===== src/rtl/scoreboard_pkg.sv =====
// Shared types and helpers for the round/match scoreboard.
// BCD digit arithmetic lives here so the counter and top agree on encoding.
package scoreboard_pkg;

   typedef enum logic [1:0] {ARM, ACTIVE, KO_HOLD, MATCH_OVER} state_t;

   typedef logic [3:0] bcd_t;

   localparam int unsigned MaxDigits = 8;

   // Returns {carry, digit}; 9 rolls to 0 with carry out.
   function automatic logic [4:0] bcd_digit_inc(input bcd_t d);
      if (d >= 4'd9) begin
         return {1'b1, 4'd0};
      end
      return {1'b0, d + 4'd1};
   endfunction

   function automatic logic [MaxDigits*4-1:0] int_to_bcd(input int unsigned v);
      logic [MaxDigits*4-1:0] res;
      int unsigned            rem;
      res = '0;
      rem = v;
      for (int i = 0; i < MaxDigits; i++) begin
         res[i*4 +: 4] = 4'(rem % 10);
         rem           = rem / 10;
      end
      return res;
   endfunction

endpackage


===== src/rtl/bcd_counter.sv =====
// Multi-digit BCD up-counter that saturates at all nines.
// Clear wins over increment.
module bcd_counter
   import scoreboard_pkg::*;
#(
   parameter int unsigned DIGITS = 2
) (
   input  logic                  Clk,
   input  logic                  Reset_n,
   input  logic                  inc,
   input  logic                  clr,
   output logic [DIGITS*4-1:0]   value
);

   logic [DIGITS*4-1:0] value_q, value_d, value_inc;
   logic                all_nines;
   logic                carry;
   logic [4:0]          digit_res;

   always_comb begin
      all_nines = 1'b1;
      carry     = 1'b1;
      value_inc = value_q;
      digit_res = '0;
      for (int i = 0; i < DIGITS; i++) begin
         if (value_q[i*4 +: 4] != 4'd9) all_nines = 1'b0;
         if (carry) begin
            digit_res           = bcd_digit_inc(value_q[i*4 +: 4]);
            value_inc[i*4 +: 4] = digit_res[3:0];
            carry               = digit_res[4];
         end
      end
   end

   always_comb begin
      value_d = value_q;
      if (clr) begin
         value_d = '0;
      end else if (inc && !all_nines) begin
         value_d = value_inc;
      end
   end

   always_ff @(posedge Clk or negedge Reset_n) begin
      if (!Reset_n) value_q <= '0;
      else          value_q <= value_d;
   end

   assign value = value_q;

endmodule


===== src/rtl/round_scoreboard.sv =====
// Round/match tracker: watches player health, decides round outcomes,
// keeps per-player BCD scores and sequences arm / fight / KO hold / match over.
module round_scoreboard
   import scoreboard_pkg::*;
#(
   parameter int unsigned N_PLAYERS   = 2,
   parameter int unsigned HEALTH_W    = 10,
   parameter int unsigned DIGITS      = 2,
   parameter int unsigned WIN_SCORE   = 5,
   parameter int unsigned HOLD_FRAMES = 120
) (
   input  logic                            Clk,
   input  logic                            Reset_n,
   input  logic                            frame_clk,
   input  logic                            clear_scores,
   input  logic [N_PLAYERS*HEALTH_W-1:0]   health,
   output logic [N_PLAYERS*DIGITS*4-1:0]   score_bcd,
   output logic [$clog2(N_PLAYERS)-1:0]    winner,
   output logic                            winner_valid,
   output logic                            round_active,
   output logic                            round_over,
   output logic                            match_over,
   output logic                            round_reset
);

   localparam int unsigned WinW   = $clog2(N_PLAYERS);
   localparam int unsigned AliveW = $clog2(N_PLAYERS + 1);
   localparam int unsigned HoldW  = $clog2(HOLD_FRAMES + 1);
   localparam int unsigned SW     = DIGITS * 4;
   localparam logic [SW-1:0] WinBcd = SW'(int_to_bcd(WIN_SCORE));

   state_t                         state_q, state_d;
   logic [HoldW-1:0]               hold_q, hold_d;
   logic [WinW-1:0]                winner_q, winner_d;
   logic                           wv_q, wv_d;
   logic                           rr_q, rr_d;
   logic                           clear_q;
   logic [2:0]                     frame_sync_q;
   logic                           frame_tick_q;
   logic [N_PLAYERS*HEALTH_W-1:0]  health_q;
   logic [AliveW-1:0]              alive;
   logic [WinW-1:0]                survivor;
   logic [N_PLAYERS-1:0]           inc;
   logic                           clr_scores;
   logic [SW-1:0]                  scores [N_PLAYERS];

   always_ff @(posedge Clk or negedge Reset_n) begin
      if (!Reset_n) begin
         frame_sync_q <= '0;
         frame_tick_q <= 1'b0;
         health_q     <= '0;
         clear_q      <= 1'b0;
         state_q      <= ARM;
         hold_q       <= '0;
         winner_q     <= '0;
         wv_q         <= 1'b0;
         rr_q         <= 1'b0;
      end else begin
         frame_sync_q <= {frame_sync_q[1:0], frame_clk};
         frame_tick_q <= frame_sync_q[1] & ~frame_sync_q[2];
         health_q     <= health;
         clear_q      <= clear_scores;
         state_q      <= state_d;
         hold_q       <= hold_d;
         winner_q     <= winner_d;
         wv_q         <= wv_d;
         rr_q         <= rr_d;
      end
   end

   // Only one player can be nonzero when alive == 1, so the last hit is the survivor.
   always_comb begin
      alive    = '0;
      survivor = '0;
      for (int i = 0; i < N_PLAYERS; i++) begin
         if (health_q[i*HEALTH_W +: HEALTH_W] != '0) begin
            alive    = alive + AliveW'(1);
            survivor = WinW'(i);
         end
      end
   end

   always_comb begin
      state_d    = state_q;
      hold_d     = hold_q;
      winner_d   = winner_q;
      wv_d       = wv_q;
      rr_d       = 1'b0;
      inc        = '0;
      clr_scores = 1'b0;
      if (clear_scores) begin
         state_d    = ARM;
         hold_d     = '0;
         winner_d   = '0;
         wv_d       = 1'b0;
         clr_scores = 1'b1;
         rr_d       = ~clear_q;
      end else begin
         unique case (state_q)
            ARM: begin
               hold_d = '0;
               if (alive == AliveW'(N_PLAYERS)) state_d = ACTIVE;
            end
            ACTIVE: begin
               if (alive <= AliveW'(1)) begin
                  state_d = KO_HOLD;
                  hold_d  = '0;
                  if (alive == AliveW'(1)) begin
                     inc[survivor] = 1'b1;
                     winner_d      = survivor;
                     wv_d          = 1'b1;
                  end else begin
                     wv_d = 1'b0;
                  end
               end
            end
            KO_HOLD: begin
               if (frame_tick_q) begin
                  if (hold_q == HoldW'(HOLD_FRAMES - 1)) begin
                     hold_d = '0;
                     if (wv_q && scores[winner_q] == WinBcd) begin
                        state_d = MATCH_OVER;
                     end else begin
                        state_d = ARM;
                        rr_d    = 1'b1;
                     end
                  end else begin
                     hold_d = hold_q + HoldW'(1);
                  end
               end
            end
            MATCH_OVER: ;
            default: state_d = ARM;
         endcase
      end
   end

   for (genvar g = 0; g < N_PLAYERS; g++) begin : g_player
      bcd_counter #(
         .DIGITS(DIGITS)
      ) u_score (
         .Clk    (Clk),
         .Reset_n(Reset_n),
         .inc    (inc[g]),
         .clr    (clr_scores),
         .value  (scores[g])
      );
      assign score_bcd[g*SW +: SW] = scores[g];
   end

   assign winner       = winner_q;
   assign winner_valid = wv_q;
   assign round_active = (state_q == ACTIVE);
   assign round_over   = (state_q == KO_HOLD);
   assign match_over   = (state_q == MATCH_OVER);
   assign round_reset  = rr_q;

endmodule

===== config.mk =====
export PLATFORM = sky130hd
export DESIGN_NAME = round_scoreboard
export DESIGN_NICKNAME = d
export VERILOG_FILES = /design/src/rtl/scoreboard_pkg.sv /design/src/rtl/bcd_counter.sv /design/src/rtl/round_scoreboard.sv
export SDC_FILE = /design/constraint.sdc
export NUM_CORES = 1
export LEC_CHECK = 0
export BUFFER_PORTS_ARGS = -buffer_cell sky130_fd_sc_hd__buf_2
export CAP_MARGIN = 20
export CORE_MARGIN = 2
export CORE_UTILIZATION = 47
export CTS_CLUSTER_DIAMETER = 100
export DETAILED_ROUTE_END_ITERATION = 16
export HOLD_SLACK_MARGIN = 0.08
export PLACE_DENSITY = 0.77
export SLEW_MARGIN = 20
export SYNTH_ARGS = -nofsm -noshare
export SYNTH_HDL_FRONTEND = slang
export SYNTH_SLANG_ARGS = --single-unit
export TNS_END_PERCENT = 20

===== constraint.sdc =====
create_clock -name Clk -period 2.3 [get_ports Clk]
set_clock_uncertainty 0.2 [all_clocks]
set_input_delay 0.115 -clock Clk [delete_from_list [all_inputs] [get_ports Clk]]
set_output_delay 0.115 -clock Clk [all_outputs]
set_load 0.01 [all_outputs]

==> summary.md, run 1 <==
| Metric | Value |
|---|---|
| GRT Util Overall | `19.8%` |
| Critical-path top delay cell | `or4_4` |
| Post-synth top area cell | `dfrtp_1` |
| Max Cap Viol | `0` |
| FF-to-FF Start | `health_q[11]` |
| DR pass1 iterations | `5` |
| Critical path required time | `2.30 ns` |
| # rows | `27` |
| Routability cong. | `0.806` |
| Total chip power | `2.26 mW` |
| Hold Vio Cnt, Final | `0` |
| Fin area | `0.00344 mm²` |
| Max Clock Freq | `410 MHz` |
| Post-synthesis simple-gate area fraction | `16.6%` |
| EDFF count, synth | `0` |
| Yosys reg bits | `53` |
| Synth-to-layout area growth | `31.1%` |
| Worst-path cell chain | `or4_4 > nor4_4 > buf_4 > ha_4 > nand2_4 > a31oi_4 > buf_6 > o221ai_2 > o2bb2ai_1` |
| Static leakage | `1.64 nW` |
| Final Max Slew Viols | `0` |
| Min setup slack post-route | `-0.139 ns` |
| Clock sink total | `53` |
| Root Buffer | `clkbuf_8` |
| Worst hold slack | `0.116 ns` |
| Status | `complete, but fails checks` |
| DP Wirelength | `3680 µm` |
| Crit path from | `health_q[11]` |
| Dominant synthesized flop cell | `dfrtp_1` |
| Hold Path Class | `in -> reg` |
| CTS tree | `done` |
| Syn Nets | `272` |
| IO Port Bufs | `45` |
| Layout Nets | `353` |
| Post-DP Area | `0.00302 mm²` |
| Critical path's top delay family | `simple AND/OR/NAND/NOR gates` |
| Clock Latency Late Sink | `0.31 ns` |
| Post-synthesis cell count | `227` |
| FFs w/ async S/R, synth | `100%` |
| Setup Viol. Count Final | `21` |
| IO Count | `46` |
| Compound-Gate Fraction of Synth Area | `16.4%` |
| Max rail drop VDD | `0.400 mV` |
| Remaining DRCs | `0` |
| Pre-CTS WS | `-0.233 ns` |
| Synth Area in Adders | `10.0%` |
| Critical Path Max Stage Delay | `0.54 ns` |
| Global-route wire length before repair | `9720 µm` |
| Power Dens Cells | `658 mW/mm²` |
| WS Path Type | `reg -> reg` |
| Largest net degree at the start of global routing | `54` |
| Placed Cells | `351` |
| Ratio of cells with drive above 1 in the final layout | `31.7%` |
| Clock H-tree levels | `2` |
| Reg clk slew, reported paths | `0.10 ns` |
| Main combinational cell family by area after synthesis | `simple AND/OR/NAND/NOR gates` |
| Share of the synthesized area in the top cell type | `50.5%` |
| Routed via count | `2,015` |
| Total Die Area | `0.00620 mm²` |
| Avg Cell Area, Syn | `11.6 µm²` |
| Number of library cell types mapped by synthesis | `52` |
| Initial core utilization | `48.3%` |
| Antenna violations before repair | `0` |
| Vias in the first global route | `2,030` |
| Max_slew headroom | `56.5%` |
| Most frequent cells in the layout | `53 x dfrtp_1, 45 x buf_2, 22 x dlygate4sd3_1` |
| Critical Path End Type | `flop` |
| Period utilization | `106%` |
| DIE HEIGHT | `78.7 µm` |
| WP buf/inv | `2` |
| Setup TNS | `-1.69 ns` |
| HP Start | `clear_scores` |
| Worst Path Arrival | `2.44 ns` |
| Syn. warnings | `0` |
| Cell Area, Synth | `0.00263 mm²` |
| Congestion Overflow GR | `0` |
| Drt wl/cell | `14.5 µm` |
| Placeable Area | `0.00544 mm²` |
| Period minus WS final | `2.44 ns` |
| Register area share after synthesis | `50.5%` |
| Number of diodes | `0` |
| CTS Buffer Depth | `2` |
| Mux contribution to synthesized area | `3.19%` |
| Post-synthesis xor/xnor area fraction | `0%` |
| Antenna-violating nets left | `0` |
| CTS buffer count | `5` |
| Commonest non-fill, non-tap cell in the layout | `dfrtp_1` |
| Drt via density | `5.29` |
| Finished Layout Cells | `381` |
| Synth top area cells | `dfrtp_1 51%, ha_1 10%, inv_1 2.3%` |
| Post-layout util | `63.3%` |
| # fillers | `423` |
| Worst-path maximum fanout | `8` |
| RSZ-0062 raised after global routing | `true` |
| Worst slew pin tran | `0.652 ns` |
| Worst Setup Start Kind | `flop` |
| Die Wd | `78.7 µm` |
| Failing checks | `setup timing` |
| Final wirelength | `5530 µm` |
| First-iteration detailed-routing DRC count | `148` |
| FF-to-FF setup slack | `-0.14 ns` |
[worst paths after layout]
path	depth (start not counted)	to
worst max-delay path	9	g_player[0].u_score.value[6]
worst min-delay path	2	winner_valid
worst max register to register	9	g_player[0].u_score.value[6]
worst min register to register	0	frame_sync_q[1]
max in group asynchronous	3	hold_q[5]
min in group asynchronous	3	g_player[1].u_score.value[6]
[cell families (layout without fill, tap and decap cells)]
kind of cell               count (synthesis)  count (layout)
AOI/OAI and AO/OA                         54              54
adders and majority gates                 21              21
buffers and inverters                     20             102
DFF                                       53              53
muxes                                      8               8
and+or+nand+nor                           71              71
[cells in the mapped netlist (3+ instances only)]
library cell / number
a21o_1: 5
a21oi_1: 5
a22o_1: 4
and3_1: 5
dfrtp_1: 53
ha_1: 21
inv_1: 16
mux2_2: 3
mux2i_1: 5
nand2_1: 11
nand2b_1: 6
nor2_1: 11
nor2b_1: 6
nor4_1: 3
o211ai_1: 4
o21ai_0: 8
o2bb2ai_1: 4
or3_1: 4
or3b_2: 4
or4_1: 3
[worst reg2reg max path: stages (launching register included)]
cell and delay, ns:
dfrtp_1 0.38, or4_4 0.54, nor4_4 0.27, buf_4 0.18
ha_4 0.13, nand2_4 0.04, a31oi_4 0.19, buf_6 0.17
o221ai_2 0.09, o2bb2ai_1 0.14
[what timing repair did]
item | 4_1_cts | 5_1_grt
hold endpoints to repair | 74 | 0
setup endpoints to repair | 26 | 27
setup buffers | 0 | 0
pin swaps | 7 | 4
gates resized for setup | 11 | 13
hold buffers | 22 | 0
[where the power goes]
group          total, mW  internal (mW)  switching, mW
Sequential          1.08           1.00         0.0786
Clock              0.555          0.228          0.326
Combinational      0.629          0.307          0.323
[metal layers]
layer  wire (µm)  track usage [%]  part of all wire [%]
met5           0                0                     0
met1        2460             26.5                    44
met3         184             3.75                   3.3
met2        2850             33.7                    51
met4          46             4.21                  0.83
[sequential cells by signal (all words and copies together), names as in the netlist]
signal / flops
g_player.u_score.value: 16
hold_q: 7
health_q: 20
winner: 1
winner_valid: 1
frame_sync_q: 3
state_q: 2
frame_tick_q: 1
round_reset: 1
clear_q: 1
[area by class of cell]
class                   count  area, µm²  area share (%)
inverters                  16       60.1            1.75
repair buffers             78        539            15.7
clock buffers               5       68.8            2.00
well taps                  72       90.1            2.62
clock inverters             3       28.8           0.836
flip-flops and latches     53       1330            38.5
multi-input cells         154       1330            38.6
No activity file was read; power rests on OpenSTA's default activity.
==> run 2: changes to the inputs <==
--- a/config.mk
+++ b/config.mk
@@ -13,6 +13,7 @@
 export DETAILED_ROUTE_END_ITERATION = 16
 export HOLD_SLACK_MARGIN = 0.08
 export PLACE_DENSITY = 0.77
+export SETUP_SLACK_MARGIN = 0.2
 export SLEW_MARGIN = 20
 export SYNTH_ARGS = -nofsm -noshare
 export SYNTH_HDL_FRONTEND = slang
==> run 2 against run 1 <==
  * The flow still finishes with violations (setup timing)
  * Critical path depth decreased by 1
  * Utilization increased by 1.2 points
  * Register-to-register slack got worse by 0.09 ns
  * Critical path type unchanged
==> summary.md, run 2 (synthesis results as in run 1) <==
| Metric | Value |
|---|---|
| Worst Setup Start Kind | `flop` |
| Total chip power | `2.32 mW (+2.5%)` |
| Combinational share of power | `29.6% (+1.8 points)` |
| Critical Path End Type | `flop` |
| FF-to-FF setup slack | `-0.23 ns (-0.09 ns)` |
| Routed via count | `2,094 (+3.9%)` |
| Max reg flops | `20 (unchanged)` |
| Critical path required time | `2.31 ns (about the same)` |
| Critical-path top delay cell | `or4_4` |
| Placeable Area | `0.00544 mm² (unchanged)` |
| CTS buffer count | `5 (unchanged)` |
| Hold Vio Cnt, Final | `0 (unchanged)` |
| Crit path from | `health_q[12]` |
| Worst hold slack | `0.113 ns (-0.00351 ns)` |
| Ratio of cells with drive above 1 in the final layout | `31.6% (-0.070 points)` |
| IO Count | `46 (unchanged)` |
| Max rail drop VDD | `0.472 mV (+18%)` |
| Vias in the first global route | `2,102 (+3.5%)` |
| Largest register by flop count | `health_q` |
| Min setup slack post-route | `-0.231 ns (-0.0920 ns)` |
| Most frequent cells in the layout | `53 x dfrtp_1, 45 x buf_2, 23 x dlygate4sd3_1` |
| DP Wirelength | `3610 µm (-1.7%)` |
| Synth-to-layout area growth | `33.6%` |
| Drt via density | `5.40 (+2.0%)` |
| Power Dens Cells | `661 mW/mm² (+0.56%)` |
| FF-to-FF Start | `health_q[12]` |
| RSZ-0062 raised after global routing | `true` |
| Post-DP Area | `0.00308 mm² (+2.0%)` |
| Drt wl/cell | `15.0 µm (+3.2%)` |
| DR pass1 iterations | `5 (unchanged)` |
| # rows | `27 (unchanged)` |
| Number of cells on the worst reg-to-reg path | `8 (-1)` |
| Internal power | `1.56 mW (+1.7%)` |
| Fin area | `0.00351 mm² (+1.9%)` |
| Status | `complete, but fails checks` |
| Period utilization | `110% (+4.0 points)` |
| CTS tree | `done` |
| DIE HEIGHT | `78.7 µm (unchanged)` |
| Clock sink total | `53 (unchanged)` |
| Total Die Area | `0.00620 mm² (unchanged)` |
| Max_slew headroom | `57.8% (+1.3 points)` |
| Global-route wire length before repair | `9720 µm (about the same)` |
| Clock Latency Late Sink | `0.31 ns (about the same)` |
| Worst R2R End | `g_player[0].u_score.value[4]` |
| Critical path's top delay family | `simple AND/OR/NAND/NOR gates` |
| Max Clock Freq | `395 MHz (-3.6%)` |
| Clock share of power | `24.4% (about the same)` |
| Reg clk slew, reported paths | `0.10 ns (about the same)` |
| Psw | `0.758 mW (+4.1%)` |
| GRT Util Overall | `19.9% (+0.13 points)` |
| Worst slew pin tran | `0.633 ns (-0.0191 ns)` |
| Final wirelength | `5820 µm (+5.1%)` |
| Switching share of power | `32.7% (+0.52 points)` |
| Worst-path cell chain | `or4_4 > nor4_4 > buf_4 > ha_4 > nand2_4 > a31oi_4 > o21ai_4 > mux2_4` |
| Congestion Overflow GR | `0 (unchanged)` |
| Layout Nets | `360 (+2.0%)` |
| Largest net degree at the start of global routing | `54 (unchanged)` |
| Hold Path Class | `in -> async` |
| Worst Path Arrival | `2.54 ns (+0.10 ns)` |
| Post-layout util | `64.5% (+1.2 points)` |
| Critical Path Max Stage Delay | `0.55 ns (about the same)` |
| Remaining DRCs | `0 (unchanged)` |
| Period minus WS final | `2.53 ns (+0.0920 ns)` |
| Root Buffer | `clkbuf_8` |
| Antenna violations before repair | `0 (unchanged)` |
| Routability cong. | `0.789 (-2.1%)` |
| Die Wd | `78.7 µm (unchanged)` |
| WS Path Type | `reg -> reg` |
| Max Cap Viol | `0 (unchanged)` |
| Number of diodes | `0 (unchanged)` |
| CTS Buffer Depth | `2 (unchanged)` |
| Failing checks | `setup timing` |
| Fraction of power consumed by sequential logic | `46.0% (-1.7 points)` |
| Antenna-violating nets left | `0 (unchanged)` |
| Worst-path maximum fanout | `4 (-4)` |
| IO Port Bufs | `45 (unchanged)` |
| First-iteration detailed-routing DRC count | `118 (-20%)` |
| Clock H-tree levels | `2 (unchanged)` |
| Final Max Slew Viols | `0 (unchanged)` |
| WP buf/inv | `1 (-1)` |
| Commonest non-fill, non-tap cell in the layout | `dfrtp_1` |
| Static leakage | `1.69 nW (+2.6%)` |
| Setup Viol. Count Final | `23 (+9.5%)` |
| Initial core utilization | `48.3% (unchanged)` |
-- run 2: cell type report --
class	count	area (µm²)
fillers	408	1930
flip-flops and latches	53	1330
multi-input cells	154	1320
repair buffers	85	614
well taps	72	90.1
clock buffers	5	68.8
inverters	16	60.1
clock inverters	3	28.8
-- run 2: how the worst max path moves through the flow --
stage                                         endpoint  cells after the start
final                     g_player[0].u_score.value[4]                      8
after global placement                       hold_q[0]                      8
after global routing      g_player[0].u_score.value[2]                      9
after floorplan           g_player[1].u_score.value[4]                      8
after detailed placement                     hold_q[0]                      8
after CTS                 g_player[0].u_score.value[4]                      8
-- run 2: metrics by stage --
| stage | worst slack, ns | std cells | setup TNS, ns |
|---|---|---|---|
| 2_1_floorplan | -0.117 | 227 | -0.462 |
| 3_3_place_gp | -0.111 | 354 | -1.29 |
| 3_5_place_dp | -0.204 | 354 | -2.27 |
| 4_1_cts | -0.153 | 387 | -2.08 |
| 5_1_grt | -0.326 | 388 | -5.37 |
| 6_report | -0.231 | 388 | -3.01 |
-- run 2: power groups by stage --
stage | clock network [mW] | registers, mW | logic [mW]
4_1_cts | 0.583 | 1.06 | 0.681
3_3_place_gp | 0 | 1.08 | 0.606
2_1_floorplan | 0 | 1.09 | 0.415
5_1_grt | 0.622 | 1.08 | 0.759
6_report | 0.565 | 1.07 | 0.686
3_5_place_dp | 0 | 1.08 | 0.627
-- run 2: timing repair --
item                                   4_1_cts  5_1_grt
hold buffers                                23        0
buffers inserted                             2        1
setup endpoints to repair                   27       27
endpoints found under the hold margin       75        0
gates resized for setup                     16        5
pin swaps                                   14        6
-- run 2: layer usage --
layer,vias to the layer above,wire (µm),global-route usage [%]
li1,1005,-,-
met1,1024,2480,25.2
met2,58,3010,34.8
met3,7,254,4.09
met4,0,70,5.26
met5,-,0,0
-- run 2: tightest hold or removal path, cell delays in order --
cell           delay (ns)
dlygate4sd3_1        0.52
buf_2                0.12
buf_12               0.26
